--- src/rtl/pkt_desc_dispatch.sv ---
// -----------------------------------------------------------------------------
// pkt_desc_dispatch
//
// Pops packet descriptors from the upstream descriptor prefetch ring buffer.
// Each descriptor is split into a stream of FLIT_BYTES-sized read requests
// for the DMA read engine.
//
// Descriptor layout (DESC_WIDTH bits, LSB first):
//   [ADDR_WIDTH-1:0] host address, then LEN_WIDTH bits byte length,
//   then QID_WIDTH bits queue id.
//
// Ports:
//   clk           clock
//   rst_n         synchronous active-low reset
//   rb_rd_data    ring buffer head descriptor
//   rb_rd_en      pop head descriptor
//   rb_occup      ring buffer occupancy (already net of this cycle's pop)
//   enable        allow new descriptor pops (an active descriptor always completes)
//   req_valid/req_ready  flit request handshake
//   req_addr      flit host address
//   req_bytes     valid bytes in this flit (1..FLIT_BYTES)
//   req_qid       queue id of the owning descriptor
//   req_last      last flit of the descriptor
//   desc_cnt      descriptors popped (including zero-length ones)
//   flit_cnt      request handshakes completed
//   zero_len_cnt  zero-length descriptors dropped (saturating)
//
// Optional feature macro: PKT_DESC_DISPATCH_BACK2BACK_EN
//   When defined, the next descriptor is popped in the same cycle as the
//   last-flit handshake. This gives gap-free request streams. rb_rd_en then
//   also depends on req_ready.
// -----------------------------------------------------------------------------
module pkt_desc_dispatch #(
    parameter int RB_AWIDTH  = 9,
    parameter int ADDR_WIDTH = 64,
    parameter int LEN_WIDTH  = 16,
    parameter int QID_WIDTH  = 16,
    parameter int DESC_WIDTH = ADDR_WIDTH + LEN_WIDTH + QID_WIDTH,
    parameter int FLIT_BYTES = 64
) (
    input  logic                          clk,
    input  logic                          rst_n,
    input  logic [DESC_WIDTH-1:0]         rb_rd_data,
    output logic                          rb_rd_en,
    input  logic [RB_AWIDTH-1:0]          rb_occup,
    input  logic                          enable,
    output logic                          req_valid,
    input  logic                          req_ready,
    output logic [ADDR_WIDTH-1:0]         req_addr,
    output logic [$clog2(FLIT_BYTES):0]   req_bytes,
    output logic [QID_WIDTH-1:0]          req_qid,
    output logic                          req_last,
    output logic [31:0]                   desc_cnt,
    output logic [31:0]                   flit_cnt,
    output logic [15:0]                   zero_len_cnt
);

    localparam int BW = $clog2(FLIT_BYTES) + 1;
    localparam logic [LEN_WIDTH-1:0]  FLIT_LEN  = LEN_WIDTH'(FLIT_BYTES);
    localparam logic [ADDR_WIDTH-1:0] FLIT_STEP = ADDR_WIDTH'(FLIT_BYTES);

    typedef enum logic {
        S_IDLE  = 1'b0,
        S_ISSUE = 1'b1
    } state_t;

    state_t                  r_state;
    logic                    r_enable;
    logic [RB_AWIDTH-1:0]    r_occ;
    logic [ADDR_WIDTH-1:0]   r_addr;
    logic [LEN_WIDTH-1:0]    r_rem;
    logic [QID_WIDTH-1:0]    r_qid;
    logic [31:0]             r_desc_cnt;
    logic [31:0]             r_flit_cnt;
    logic [15:0]             r_zero_cnt;

    logic [ADDR_WIDTH-1:0]   w_desc_addr;
    logic [LEN_WIDTH-1:0]    w_desc_len;
    logic [QID_WIDTH-1:0]    w_desc_qid;
    logic                    w_last;
    logic                    w_hs;
    logic                    w_can_pop;
    logic                    w_pop;

    assign w_desc_addr = rb_rd_data[ADDR_WIDTH-1:0];
    assign w_desc_len  = rb_rd_data[ADDR_WIDTH +: LEN_WIDTH];
    assign w_desc_qid  = rb_rd_data[ADDR_WIDTH+LEN_WIDTH +: QID_WIDTH];

    assign w_last = (r_rem <= FLIT_LEN);
    assign w_hs   = (r_state == S_ISSUE) && req_ready;

    // r_occ is rb_occup from the previous cycle. rb_occup is already reduced
    // by any pop in that cycle, so r_occ never overcounts. The pop decision
    // uses only registered state; it must never look at rb_occup, because
    // rb_occup depends combinationally on rb_rd_en. rst_n gates the pop so
    // that no descriptor is lost while reset is being applied.
    assign w_can_pop = r_enable && (r_occ != '0);

`ifdef PKT_DESC_DISPATCH_BACK2BACK_EN
    assign w_pop = rst_n && w_can_pop &&
                   ((r_state == S_IDLE) || (w_hs && w_last));
`else
    assign w_pop = rst_n && w_can_pop && (r_state == S_IDLE);
`endif

    assign rb_rd_en     = w_pop;
    assign req_valid    = (r_state == S_ISSUE);
    assign req_addr     = r_addr;
    assign req_qid      = r_qid;
    assign req_last     = w_last && (r_state == S_ISSUE);
    // On the last flit r_rem is at most FLIT_BYTES, so it fits in BW bits.
    assign req_bytes    = (r_state != S_ISSUE) ? '0 :
                          (w_last ? r_rem[BW-1:0] : BW'(FLIT_BYTES));
    assign desc_cnt     = r_desc_cnt;
    assign flit_cnt     = r_flit_cnt;
    assign zero_len_cnt = r_zero_cnt;

    always_ff @(posedge clk) begin
        if (!rst_n) begin
            r_state    <= S_IDLE;
            r_enable   <= 1'b0;
            r_occ      <= '0;
            r_addr     <= '0;
            r_rem      <= '0;
            r_qid      <= '0;
            r_desc_cnt <= '0;
            r_flit_cnt <= '0;
            r_zero_cnt <= '0;
        end else begin
            r_enable <= enable;
            r_occ    <= rb_occup;

            if (w_hs) begin
                r_flit_cnt <= r_flit_cnt + 32'd1;
                r_addr     <= r_addr + FLIT_STEP;
                r_rem      <= r_rem - FLIT_LEN;
                if (w_last) begin
                    r_state <= S_IDLE;
                end
            end

            // A pop overrides the handshake updates above. With back-to-back
            // enabled, a pop can land in the same cycle as the last handshake.
            if (w_pop) begin
                r_desc_cnt <= r_desc_cnt + 32'd1;
                if (w_desc_len == '0) begin
                    if (r_zero_cnt != 16'hFFFF) begin
                        r_zero_cnt <= r_zero_cnt + 16'd1;
                    end
                    r_state <= S_IDLE;
                end else begin
                    r_addr  <= w_desc_addr;
                    r_rem   <= w_desc_len;
                    r_qid   <= w_desc_qid;
                    r_state <= S_ISSUE;
                end
            end
        end
    end

endmodule

--- config.mk ---
export PLATFORM = sky130hd
export DESIGN_NAME = pkt_desc_dispatch
export DESIGN_NICKNAME = d
export VERILOG_FILES = /design/src/rtl/pkt_desc_dispatch.sv
export SDC_FILE = /design/constraint.sdc
export NUM_CORES = 1
export LEC_CHECK = 0
export ABC_AREA = 1
export CORE_MARGIN = 5
export CORE_UTILIZATION = 50
export DETAILED_ROUTE_END_ITERATION = 12
export PLACE_DENSITY = 0.78
export SLEW_MARGIN = 20
export SYNTH_ARGS = -nofsm -noshare
export SYNTH_HDL_FRONTEND = slang
export SYNTH_SLANG_ARGS = --single-unit
--- constraint.sdc ---
create_clock -name clk -period 3.3 [get_ports clk]
set_input_delay 0.66 -clock clk [delete_from_list [all_inputs] [get_ports clk]]
set_output_delay 0.66 -clock clk [all_outputs]
set_load 0.01 [all_outputs]
==> results of run 1 <==
-- cells in the mapped netlist, types with 2 or more instances --
cell | instances | area, sq um
a21boi_0 | 2 | 15.0
a21oi_1 | 128 | 641
and3_1 | 3 | 18.8
buf_2 | 12 | 60.1
clkbuf_1 | 36 | 135
clkinv_1 | 2 | 7.51
dfxtp_1 | 187 | 3740
ha_1 | 6 | 75.1
inv_1 | 172 | 646
inv_2 | 7 | 26.3
nand2_1 | 378 | 1420
nand2_2 | 3 | 18.8
nand2_4 | 2 | 22.5
nand3_1 | 95 | 475
nand3_2 | 4 | 40.0
nand3b_1 | 13 | 97.6
nand4_1 | 42 | 263
nand4_2 | 2 | 25.0
nor2_1 | 250 | 938
nor2_2 | 7 | 43.8
nor2_4 | 4 | 45.0
nor2_8 | 4 | 80.1
nor3_1 | 45 | 225
nor3_2 | 3 | 30.0
nor3b_1 | 2 | 15.0
nor4_1 | 4 | 25.0
o21ai_0 | 132 | 661
o21bai_1 | 2 | 15.0
or2_0 | 3 | 18.8
or2_2 | 2 | 12.5
xnor2_1 | 18 | 158
xor2_1 | 41 | 359
-- worst register-to-register path, stage by stage (launching register included) --
cell and delay (ns):
dfxtp_1 0.42, ha_1 0.24, nand3_1 0.12, nor2_1 0.24
nand4_2 0.38, nand2_1 0.54, nand2_1 0.10, a21oi_1 0.17
-- worst max-delay path by stage --
stage / from / end / slack (ns)
finish: r_rem[6]$_SDFF_PN0_ / req_bytes[4] / 0.25
detailed placement: r_rem[6]$_SDFF_PN0_ / req_bytes[5] / 0.51
floorplan: rst_n / rb_rd_en / 1.26
global route: r_rem[6]$_SDFF_PN0_ / req_bytes[4] / 0.1
global placement: r_rem[6]$_SDFF_PN0_ / req_bytes[4] / 0.52
CTS: r_rem[6]$_SDFF_PN0_ / req_bytes[5] / 0.02
-- state kept, by name (all words and copies together) (netlist names) --
name,flops
desc_cnt,32
flit_cnt,32
r_enable,1
r_occ,9
r_rem,16
req_addr,64
req_qid,16
req_valid,1
zero_len_cnt,16
-- cells by family after synthesis --
group                      after synthesis
xor gates and xnor gates                59
and+or+nand+nor                        870
buffers and inverters                  232
AOI/OAI and AO/OA                      266
DFF                                    187
adders and majority gates                6
-- area by class of cell --
type,instances,area share (%)
Antenna cell,1,0.0178
Clock buffer,18,3.06
Clock inverter,14,0.901
Inverter,181,4.86
Multi-Input combinational cell,1201,41.3
Sequential cell,187,26.7
Tap cell,270,2.41
Timing Repair Buffer,290,20.7
-- layer usage --
metal	wire [microns]	share of wire (%)
met3	2610	7.7
met2	16500	48
met1	13900	41
met5	0	0
met4	1040	3.1
-- per-stage QoR --
step	util (%)	area (sq um)
finish	68.9	14000
global route	68.9	14000
CTS	68.9	14000
detailed placement	66.1	13500
global placement	66.1	13500
floorplan	-	10400
-- power by group --
part	internal (W)	leakage, nW	switching, W
clock network	0.000998	0.270	0.000982
registers	0.00233	1.52	0.0000825
logic	0.000300	3.44	0.000273
-- timing repair --
| item | CTS | global route |
|---|---|---|
| hold buffers | 0 | 0 |
| gates resized for setup | 0 | 2 |
| endpoints found under the hold margin | 0 | 0 |
| endpoints found under the setup margin | 0 | 6 |
==> flow_metrics.py, run 1 <==
metrics = {
    "clock_network": {
        "cts.clk_slew.worst_paths_ns": 0.07,
        "cts_buffers": 17,
        "cts.htree.levels": 4,
        "cts_setup_buffers": 0,
        "clockBufferDepth": 2,
        "clockRootBuffer": "clkbuf_16",
        "clock_sinks": 187,
        "cts_tree": "done",
        "insertion_delay_ns": 0.43,
    },
    "status": {
        "status": "completed",
    },
    "grt": {
        "use_met3_pct": 6.01,
        "grt_use_met2_pct": 48.6,
        "antenna_found_initial": 1,
        "gr-total-overflow": 0,
        "grt_usage_pct": 28.0,
        "grt_start_max_net_pins": 75,
        "grt_pass1_vias": 11000,
        "grt-busiest-layer": "met2",
        "grt_pass1_wl_microns": 55300,
        "met1_usage_pct": 34.1,
    },
    "placed_design": {
        "place.port_buffers": 278,
        "dpl.hpwl_microns": 26100,
        "dp.cells": 2129,
        "globalplace.congestion": 0.962,
        "dp_worst_setup_slack_ns": 0.512,
    },
    "yosys": {
        "postSynthCellCount": 1620,
        "synthXorXnorAreaFrac_pct": 4.95,
        "ys_warn_count": 0,
        "synth-simple-area-share_pct": 37.0,
        "muxShareOfSynthArea_pct": 0,
        "syn_area_sq_um": 10400,
        "ys_types": 41,
        "synth_edf_count": 0,
        "synthAdderAreaFrac_pct": 0.719,
        "synth_flop_cell": "dfxtp_1",
        "synthesis.nets": 1735,
        "ys_seq_area_share_pct": 35.9,
        "synth_compound_area_share_pct": 12.9,
        "synth_top_family_by_area": "simple AND/OR/NAND/NOR gates",
        "postSynthAreaPerCell_sq_um": 6.44,
        "synth-seq-cells": 187,
        "async_flop_share_pct": 0,
    },
    "floorplan": {
        "start_util_pct": 51.2,
        "ioPinCount": 279,
        "die_w_microns": 154,
        "fp-row-count": 52,
        "die_area_sq_um": 23900,
        "core_sq_um": 20400,
        "die_h_microns": 154,
    },
    "timing": {
        "hold_slack_ns": 0.482,
        "slew_violations": 0,
        "max_freq_ghz": 0.328,
        "clock_skew_ns": 0.0156,
        "tightest_slew_ns": 0.666,
        "setup_viol": 0,
        "fin_crit_sh_pct": 92.3,
        "fin_ws_ns": 0.252,
        "hold_viol": 0,
        "rsz0062_at_grt": "no",
        "fin_tns_setup_ns": 0,
        "slew_headroom_pct": 55.6,
        "min_period_ns": 3.05,
    },
    "critical_path": {
        "reg2regPathDepth": 7,
        "reg2reg_to": "zero_len_cnt[14]$_SDFFE_PN0P_",
        "rrSetupSlack_ns": 1.01,
        "cpPeakStageDelay_ns": 0.55,
        "arrival_ns": 2.39,
        "cp_top_family": "buffers and inverters",
        "cp.required_ns": 2.64,
        "path_max_fanout": 6,
        "critPathSlowestCell": "clkdlybuf4s50_1",
        "crit_buf_inv": 2,
        "path_cells": "ha_1 > nand3_1 > o21ai_1 > nand2_1 > nor2_2 > inv_1 > nor2_1 > clkdlybuf4s50_1",
        "crit_cells": 8,
        "cp-end-kind": "primary output",
        "crit_type": "flop to primary output",
        "startpoint_type": "flop",
        "regToRegStartpoint": "zero_len_cnt[0]$_SDFFE_PN0P_",
    },
    "routing": {
        "drtIter0Drc": 782,
        "vias": 11500,
        "wire_per_inst_microns": 15.7,
        "vias_per_cell": 5.31,
        "drt_first_pass_iters": 5,
        "ant_nets": 0,
        "drc": 0,
        "wirelength_microns": 34000,
    },
    "min_path": {
        "min_to": "r_rem[3]$_SDFFE_PN0P_",
        "holdPathStages": 2,
        "hold_path.class": "flop to flop",
        "min_from": "r_rem[3]$_SDFFE_PN0P_",
    },
    "power_and_ir_drop": {
        "ir_worst_vdd_mv": 0.356,
        "p_per_area_nw_per_um2": 354,
        "leakagePower_nw": 5.23,
        "power_w": 0.00497,
    },
    "layout": {
        "final_nets": 1993,
        "multiInputGateArea_sq_um": 5800,
        "layout_common_cells": "378 x nand2_1, 277 x clkdlybuf4s50_1, 249 x nor2_1, 187 x dfxtp_1, 172 x inv_1",
        "final_common_cell": "nand2_1",
        "final_cells": 2162,
        "fill_cells": 1844,
        "drive_above_1_share_pct": 4.49,
        "ff_latch_area_sq_um": 3740,
        "area_growth_pct": 34.4,
    },
    "flow_run": {
        "maxCapViolations": 0,
    },
}
(Power assumes the default switching activity.)
==> run 2, diff against run 1 <==
- GPL_TIMING_DRIVEN: default -> 0
==> flow_metrics.py, run 2 (synthesized netlist as in run 1, its figures left out) <==
metrics = {
    "clock_network": {
        "clock_sinks": 187,
        "insertion_delay_ns": 0.44,
        "cts.htree.levels": 4,
        "cts_tree": "done",
        "cts_buffers": 17,
        "cts.clk_slew.worst_paths_ns": 0.07,
        "hold_buffers": 0,
        "cts_setup_buffers": 0,
        "clockRootBuffer": "clkbuf_16",
        "clockBufferDepth": 2,
    },
    "power_and_ir_drop": {
        "leakagePower_nw": 5.24,
        "power_w": 0.00498,
        "p_per_area_nw_per_um2": 353,
        "ir_worst_vdd_mv": 0.355,
    },
    "critical_path": {
        "cpPeakStageDelay_ns": 0.60,
        "arrival_ns": 2.48,
        "crit_buf_inv": 4,
        "cp_common_cell": "clkdlybuf4s50_1",
        "cp.required_ns": 2.64,
        "path_cells": "clkdlybuf4s50_1 > inv_2 > nor2_1 > nand2_2 > clkinv_2 > clkdlybuf4s50_1",
        "crit_type": "input pin to primary output",
        "critPathSlowestCell": "clkdlybuf4s50_1",
        "cp-end-kind": "primary output",
        "path_max_fanout": 19,
        "startpoint_type": "input pin",
        "cp_top_family": "buffers and inverters",
    },
    "grt": {
        "antenna_found_initial": 3,
        "grt_start_max_net_pins": 20,
        "grt_usage_pct": 29.9,
        "grt_pass1_vias": 11100,
        "grt_pass1_wl_microns": 57700,
        "gr-total-overflow": 0,
    },
    "timing": {
        "fin_crit_sh_pct": 95.2,
        "hold_slack_ns": 0.483,
        "min_period_ns": 3.14,
        "clock_skew_ns": 0.0149,
        "tightest_slew_ns": 0.891,
        "hold_viol": 0,
        "slew_violations": 0,
        "fin_tns_setup_ns": 0,
        "slew_headroom_pct": 40.6,
        "rsz0062_at_grt": "no",
        "setup_viol": 0,
        "max_freq_ghz": 0.318,
    },
    "layout": {
        "final_common_cell": "nand2_1",
        "layout_common_cells": "378 x nand2_1, 278 x clkdlybuf4s50_1, 250 x nor2_1, 187 x dfxtp_1, 172 x inv_1",
        "final_nets": 2031,
        "drive_above_1_share_pct": 4.41,
        "final_area_sq_um": 14100,
        "area_growth_pct": 35.2,
        "largest_reg_flops": 64,
        "final_cells": 2204,
    },
    "placed_design": {
        "dpl.hpwl_microns": 28700,
        "dp.cells": 2168,
        "place.port_buffers": 278,
        "post_dp_cell_area_sq_um": 13600,
        "globalplace.congestion": 0.961,
    },
    "floorplan": {
        "die_w_microns": 154,
        "core_sq_um": 20400,
        "die_h_microns": 154,
        "ioPinCount": 279,
        "die_area_sq_um": 23900,
        "fp-row-count": 52,
        "start_util_pct": 51.2,
    },
    "min_path": {
        "hold_path.class": "flop to flop",
    },
    "flow_run": {
        "maxCapViolations": 0,
    },
    "routing": {
        "wirelength_microns": 37000,
        "drt_first_pass_iters": 6,
        "vias_per_cell": 5.38,
        "vias": 11800,
        "drtIter0Drc": 977,
        "wire_per_inst_microns": 16.8,
        "ant_nets": 0,
        "drc": 0,
    },
    "status": {
        "status": "completed",
    },
}
[run 2: changes by cell type in the layout (fill, tap and decap cells not counted), sizes merged]
cell           change
inv                -4
clkbuf            +38
clkinvlp           +1
clkdlybuf4s50      +1
diode              +4
buf                +2
[run 2: layer usage]
| metal | vias to the layer above | part of all wire (%) | GRT usage [%] |
|---|---|---|---|
| li1 | 5831 | - | - |
| met1 | 5458 | 41 | 37.4 |
| met2 | 490 | 48 | 50.0 |
| met3 | 69 | 9.3 | 8.35 |
| met4 | 0 | 2.5 | 9.34 |
| met5 | - | 0 | 0 |
[run 2: power by group]
group / switching (W) / leakage, nW / internal, W
combinational: 0.000298 / 3.46 / 0.000301
clock: 0.000952 / 0.262 / 0.00102
sequential: 0.0000810 / 1.52 / 0.00233
[run 2: cell type report]
class	instances	area [sq um]
timing repair buffer	278	2780
antenna	5	12.5
inverter	181	681
tap	270	338
clock inverter	11	87.6
fill	1820	6250
buffer	50	214
clock buffer	21	460
sequential	187	3740
multi-input combinational	1201	5800
[run 2: path summary, 6_finish.rpt]
kind                                       startpoint                      end  slack, ns  cells after the start
worst min-delay path            r_rem[4]$_SDFFE_PN0P_    r_rem[4]$_SDFFE_PN0P_       0.48                      2
worst max register to register    r_occ[7]$_SDFF_PN0_  req_addr[56]$_SDFF_PN0_       1.06                     10
worst min register to register  r_rem[4]$_SDFFE_PN0P_    r_rem[4]$_SDFFE_PN0P_       0.48                      2
worst max-delay path                            rst_n                 rb_rd_en       0.16                      6
[run 2: stage by stage]
step | util (%) | worst slack (ns)
finish | 69.3 | 0.157
CTS | 69.2 | 0.145
global placement | 66.6 | -0.219
detailed placement | 66.6 | -0.262
global route | 69.3 | 0.0368
floorplan | - | 1.26
[run 2: tightest hold or removal path, delay by kind of cell (launching register included)]
kind	cells	cell delay [ns]
DFF	1	0.30
buffers and inverters	1	0.08
AOI/OAI and AO/OA	1	0.06
[run 2: what timing repair did]
item / in CTS / in global routing
resized for setup: 1 / 0
endpoints found under the setup margin: 1 / 0
endpoints found under the hold margin: 0 / 0
